## src/rtl/tetris_pkg.sv

```systemverilog
// Shared constants and state encoding for the playfield logic.
// Board geometry (COLS x ROWS cells) and the coordinate widths used on the
// board RAM ports; line_clear_ctrl state encoding.
package tetris_pkg;

  localparam int COLS = 10;
  localparam int ROWS = 20;
  localparam int XW   = 4;
  localparam int YW   = 5;

  // Lines removed by a single lock can never exceed a tetromino's height.
  localparam int MAX_LINES = 4;

  typedef enum logic [2:0] {
    LCC_IDLE = 3'd0,
    LCC_READ = 3'd1,
    LCC_EVAL = 3'd2,
    LCC_COPY = 3'd3,
    LCC_FILL = 3'd4,
    LCC_DONE = 3'd5
  } lcc_state_e;

endpackage

```

## src/rtl/line_clear_ctrl.sv

```systemverilog
// Line-clear sequencer: scans the board bottom-up, drops full rows, compacts
// the rest downward, zero-fills the top and reports the number of lines cleared.
// Ports: CLOCK_50/reset (sync, active-high); start/busy/done/lines_cleared to the
// game FSM; board_rx/ry/rdata (1-cycle sync read) and board_we/wx/wy/wdata to the RAM.
module line_clear_ctrl
  import tetris_pkg::*;
#(
  parameter int COLS = tetris_pkg::COLS,
  parameter int ROWS = tetris_pkg::ROWS,
  parameter int XW   = tetris_pkg::XW,
  parameter int YW   = tetris_pkg::YW
) (
  input  logic          CLOCK_50,
  input  logic          reset,
  input  logic          start,
  output logic          busy,
  output logic          done,
  output logic [2:0]    lines_cleared,
  output logic [XW-1:0] board_rx,
  output logic [YW-1:0] board_ry,
  input  logic          board_rdata,
  output logic          board_we,
  output logic [XW-1:0] board_wx,
  output logic [YW-1:0] board_wy,
  output logic          board_wdata
);

  localparam logic [XW-1:0] X_LAST = XW'(COLS - 1);
  localparam logic [XW-1:0] X_END  = XW'(COLS);
  localparam logic [YW-1:0] Y_TOP  = YW'(ROWS - 1);
  localparam logic [2:0]    CNT_SAT = 3'(MAX_LINES);

  lcc_state_e      state_q, state_d;
  logic [XW-1:0]   x_q, x_d;
  logic [YW-1:0]   r_q, r_d;         // row being read
  logic [YW-1:0]   w_q, w_d;         // destination row, always >= r_q
  logic [2:0]      cnt_q, cnt_d;
  logic [COLS-1:0] rowbuf_q, rowbuf_d;
  logic [2:0]      lines_q, lines_d;
  logic            done_q, done_d;
  logic            busy_q, busy_d;

  logic [2:0]      cnt_inc;

  always_ff @(posedge CLOCK_50) begin
    if (reset) begin
      state_q  <= LCC_IDLE;
      x_q      <= '0;
      r_q      <= '0;
      w_q      <= '0;
      cnt_q    <= '0;
      rowbuf_q <= '0;
      lines_q  <= '0;
      done_q   <= 1'b0;
      busy_q   <= 1'b0;
    end else begin
      state_q  <= state_d;
      x_q      <= x_d;
      r_q      <= r_d;
      w_q      <= w_d;
      cnt_q    <= cnt_d;
      rowbuf_q <= rowbuf_d;
      lines_q  <= lines_d;
      done_q   <= done_d;
      busy_q   <= busy_d;
    end
  end

  assign cnt_inc = (cnt_q == CNT_SAT) ? cnt_q : cnt_q + 3'd1;

  always_comb begin
    state_d  = state_q;
    x_d      = x_q;
    r_d      = r_q;
    w_d      = w_q;
    cnt_d    = cnt_q;
    rowbuf_d = rowbuf_q;
    lines_d  = lines_q;
    done_d   = 1'b0;
    busy_d   = busy_q;

    unique case (state_q)
      LCC_IDLE: begin
        busy_d = start;
        if (start) begin
          state_d = LCC_READ;
          x_d     = '0;
          r_d     = Y_TOP;
          w_d     = Y_TOP;
          cnt_d   = '0;
        end
      end

      LCC_READ: begin
        // Read data lags the address by one cycle; shifting in from the top
        // leaves cell x at rowbuf_q[x] once all COLS cells have arrived.
        if (x_q != '0) rowbuf_d = {board_rdata, rowbuf_q[COLS-1:1]};
        if (x_q == X_END) begin
          state_d = LCC_EVAL;
          x_d     = '0;
        end else begin
          x_d = x_q + 1'b1;
        end
      end

      LCC_EVAL: begin
        x_d = '0;
        if (&rowbuf_q) begin
          cnt_d = cnt_inc;
          if (r_q == '0) state_d = (cnt_inc != '0) ? LCC_FILL : LCC_DONE;
          else begin
            r_d     = r_q - 1'b1;
            state_d = LCC_READ;
          end
        end else if (r_q == w_q) begin
          // Row already sits at its destination: nothing to move.
          w_d = w_q - 1'b1;
          if (r_q == '0) state_d = (cnt_q != '0) ? LCC_FILL : LCC_DONE;
          else begin
            r_d     = r_q - 1'b1;
            state_d = LCC_READ;
          end
        end else begin
          state_d = LCC_COPY;
        end
      end

      LCC_COPY: begin
        if (x_q == X_LAST) begin
          x_d = '0;
          w_d = w_q - 1'b1;
          if (r_q == '0) state_d = (cnt_q != '0) ? LCC_FILL : LCC_DONE;
          else begin
            r_d     = r_q - 1'b1;
            state_d = LCC_READ;
          end
        end else begin
          x_d = x_q + 1'b1;
        end
      end

      LCC_FILL: begin
        // After the scan w_q sits at (lines cleared - 1); clear down to row 0.
        if (x_q == X_LAST) begin
          x_d = '0;
          if (w_q == '0) state_d = LCC_DONE;
          else           w_d     = w_q - 1'b1;
        end else begin
          x_d = x_q + 1'b1;
        end
      end

      LCC_DONE: begin
        done_d  = 1'b1;
        lines_d = cnt_q;
        state_d = LCC_IDLE;
      end

      default: begin
        state_d = LCC_IDLE;
        busy_d  = 1'b0;
      end
    endcase
  end

  always_comb begin
    board_rx    = '0;
    board_ry    = '0;
    board_we    = 1'b0;
    board_wx    = '0;
    board_wy    = '0;
    board_wdata = 1'b0;
    if (state_q == LCC_READ) begin
      board_ry = r_q;
      if (x_q != X_END) board_rx = x_q;
    end
    if (state_q == LCC_COPY || state_q == LCC_FILL) begin
      board_we    = 1'b1;
      board_wx    = x_q;
      board_wy    = w_q;
      board_wdata = (state_q == LCC_COPY) ? rowbuf_q[x_q] : 1'b0;
    end
  end

  assign busy          = busy_q;
  assign done          = done_q;
  assign lines_cleared = lines_q;

endmodule

```

## config.mk

```make
export PLATFORM = sky130hd
export DESIGN_NAME = line_clear_ctrl
export DESIGN_NICKNAME = d
export VERILOG_FILES = /design/src/rtl/tetris_pkg.sv /design/src/rtl/line_clear_ctrl.sv
export SDC_FILE = /design/constraint.sdc
export NUM_CORES = 1
export LEC_CHECK = 0
export ABC_AREA = 0
export BUFFER_PORTS_ARGS = -buffer_cell sky130_fd_sc_hd__buf_2
export CAP_MARGIN = 10
export CELL_PAD_IN_SITES_DETAIL_PLACEMENT = 0
export CELL_PAD_IN_SITES_GLOBAL_PLACEMENT = 1
export CORE_MARGIN = 8
export CORE_UTILIZATION = 40
export CTS_BUF_LIST = sky130_fd_sc_hd__clkbuf_4
export CTS_CLUSTER_SIZE = 40
export DETAILED_ROUTE_END_ITERATION = 10
export PLACE_DENSITY = 0.82
export SYNTH_ARGS = -nofsm -noshare
export SYNTH_HDL_FRONTEND = slang
export SYNTH_SLANG_ARGS = --single-unit
```

## constraint.sdc

```tcl
create_clock -name CLOCK_50 -period 2.13 [get_ports CLOCK_50]
set_clock_uncertainty 0.15 [all_clocks]
set_input_delay 0.1065 -clock CLOCK_50 [delete_from_list [all_inputs] [get_ports CLOCK_50]]
set_output_delay 0.1065 -clock CLOCK_50 [all_outputs]
set_load 0.005 [all_outputs]
```

==> flow_metrics.tcl <==
set metrics [dict create \
    status "finished, final reports clean" \
    finalSetupViolCount 0 \
    ys_ff_latch 35 \
    fmax_ghz 0.483 \
    rows 27 \
    synth_commonest_cells "nor2_1 (36), dfxtp_1 (35), a21oi_1 (21)" \
    ys_top_cells_by_area "dfxtp_1 (32%), mux2i_1 (6.9%), nor2_1 (6.2%)" \
    grt_pass1_vias 1984 \
    nNetsFinal 327 \
    crit_buf_inv 2 \
    synth.top_cell.area_share_pct 32.0 \
    hold_slack_ps 23.1 \
    timing.final.crit_share_pct 97.3 \
    core-area_sq_um 5410 \
    fin_setup_tns_ps 0 \
    via_per_inst 5.33 \
    cp_max_fo 4 \
    port_buffers 28 \
    die_h_um 90.0 \
    wl_per_cell_um 14.3 \
    antenna_left 0 \
    dieArea_sq_um 8090 \
    n_antenna_cell 0 \
    switchingPower_uw 1200 \
    clk_path_buf_depth 2 \
    synth_edf_count 0 \
    filler_cell_count 560 \
    vias 2078 \
    cp_cell_sequence "buf_6 -> mux4_2 -> mux2i_1 -> nor2_1 -> a21oi_2 -> nor2_1 -> buf_2" \
    synth_ff_type "dfxtp_1" \
    fp.dieW_um 90.0 \
    synth-warning-count 0 \
    cts_tree "built" \
    cts_made_buffers 5 \
    syn-num-nets 279 \
    p_comb_share_pct 50.9 \
    drt_first_pass_iters 4 \
    routed_wl_um 5580 \
    async_flop_share_pct 0 \
    slowest_stage "mux4_2" \
    hpwl_um 4190 \
    clock_latency_ps 350 \
    timing.rr.start "w_q[1]" \
    grt_pass1_wl_um 9560 \
    initial_utilization_pct 40.5 \
    cp_top_family "multiplexers" \
    io_pins 29 \
    cp.arrival_ps 1820 \
    synth_cells 269 \
    antenna_found_initial 0 \
    end_kind "output pin" \
    ys_seq_area_share_pct 32.0 \
    cp_common_cell "nor2_1" \
    layout-drive-gt1-share_pct 26.7 \
    cap_violations 0 \
    drc 0 \
    fin_ws_ps 57.7 \
    cts.sinks 35 \
    pwr-share-seq_pct 32.8 \
    dp_slack_ps 78.0 \
    hp-class "primary input to flip-flop" \
    worst_slew_pin_slew_ps 418 \
    switching_share_pct 40.9 \
    globalRouteTotalUtil_pct 14.0 \
    criticalPathCategory "flip-flop to output pin" \
    syn_to_final_growth_pct 22.0 \
    finalHoldViolCount 0 \
    cts-root-buf "clkbuf_4" \
    crit_start "x_q[0]" \
    ir_drop_mv 0.468 \
    netlist-cell-type-count 53 \
    power_frac_clock_pct 16.3 \
    cpPeakStageDelay_ps 490 \
    pwr_density_cell_nw_per_um2 1100 \
    worstPathRequired_ps 1870 \
    relSlewSlack_pct 71.9 \
    clkSlewWorstSetupHoldPaths_ps 110 \
    gp_congestion 0.848 \
    yosysMostFrequentCell "nor2_1" \
    htreeDepth 2 \
    hp-start "reset" \
    rsz0062_at_grt "yes" \
    netlist_area_sq_um 2190 \
    internal_power_uw 1740 \
    grt_start_max_net_pins 24 \
    gr-total-overflow 0 \
    slew_viol_final 0 \
    syn_avg_cell_area_sq_um 8.14 \
    worst_setup_path_start_kind "flip-flop" \
    yosys.area.top_type "dfxtp_1" \
    leakage_uw 0.00109 \
    drt-initial-drc-count 103 \
    fin_crit_ps 2070 \
    final_core_util_pct 49.4 \
]
## routing by layer
metal | vias up | share of wire (%) | track usage, %
li1 | 1065 | - | -
met1 | 966 | 48 | 17.8
met2 | 42 | 46 | 22.3
met3 | 5 | 5.8 | 3.91
met4 | 0 | 0.79 | 4.85
met5 | - | 0 | 0
## through the flow
stage | std cells | power, uW | area (sq um)
final | 390 | 2940 | 2670
after detailed placement | 379 | 2400 | 2540
after global routing | 390 | 3190 | 2670
after global placement | 379 | 2390 | 2540
after floorplan | 269 | 1910 | 2190
after CTS | 388 | 2890 | 2630
## cells by family after synthesis
family / synth area share [%]
AO/OA/AOI/OAI: 18.6
XOR/XNOR: 3.20
adder cells (fa/ha/maj): 3.43
buffers and inverters: 5.26
flip-flops: 32.0
multiplexers: 8.92
AND/OR/NAND/NOR: 28.5
## cell type report
cell class	count	area, sq um	share of cell area, %
sequential	35	709	26.6
timing repair buffer	56	357	13.4
tap	72	90.1	3.37
clock inverter	3	38.8	1.45
multi-input combinational	206	1390	51.9
clock buffer	5	37.5	1.41
inverter	13	51.3	1.92
## layout by cell type, fill, tap and decap left out, types with 10 or more instances in the layout
| master | count |
|---|---|
| dfxtp_1 | 30 |
| nor2_1 | 36 |
| mux2i_1 | 15 |
| nand2_1 | 17 |
| inv_1 | 10 |
| and2_1 | 10 |
| nor3_1 | 10 |
| buf_2 | 28 |
| a21oi_1 | 19 |
| buf_4 | 26 |
## sequential cells by signal, indices dropped and copies added, names as in the netlist
register,cells
cnt_q,3
r_q,5
busy,1
done,1
x_q,4
state_q,3
lines_cleared,3
rowbuf_q,10
w_q,5
## power groups by stage
stage / combinational (uW) / sequential [uW] / clock, uW
CTS: 1450 / 949 / 493
finish: 1500 / 965 / 479
detailed placement: 1440 / 961 / 0
global route: 1680 / 990 / 520
floorplan: 1020 / 888 / 0
global placement: 1430 / 954 / 0
## timing repair
action                     4_1_cts  5_1_grt
hold endpoints to repair         1        0
setup buffers                    0        2
setup endpoints to repair        8       13
hold buffers                     1        0
pin swaps                        0        6
resized for setup                3       12
## worst paths after layout
kind | end | slack [ps] | cells past startpoint
setup reg to reg | state_q[2] | 110 | 7
hold reg to reg | lines_cleared[1] | 350 | 2
hold / removal | rowbuf_q[0] | 20 | 2
setup / recovery | board_wdata | 60 | 7
(Power assumes the default switching activity.)
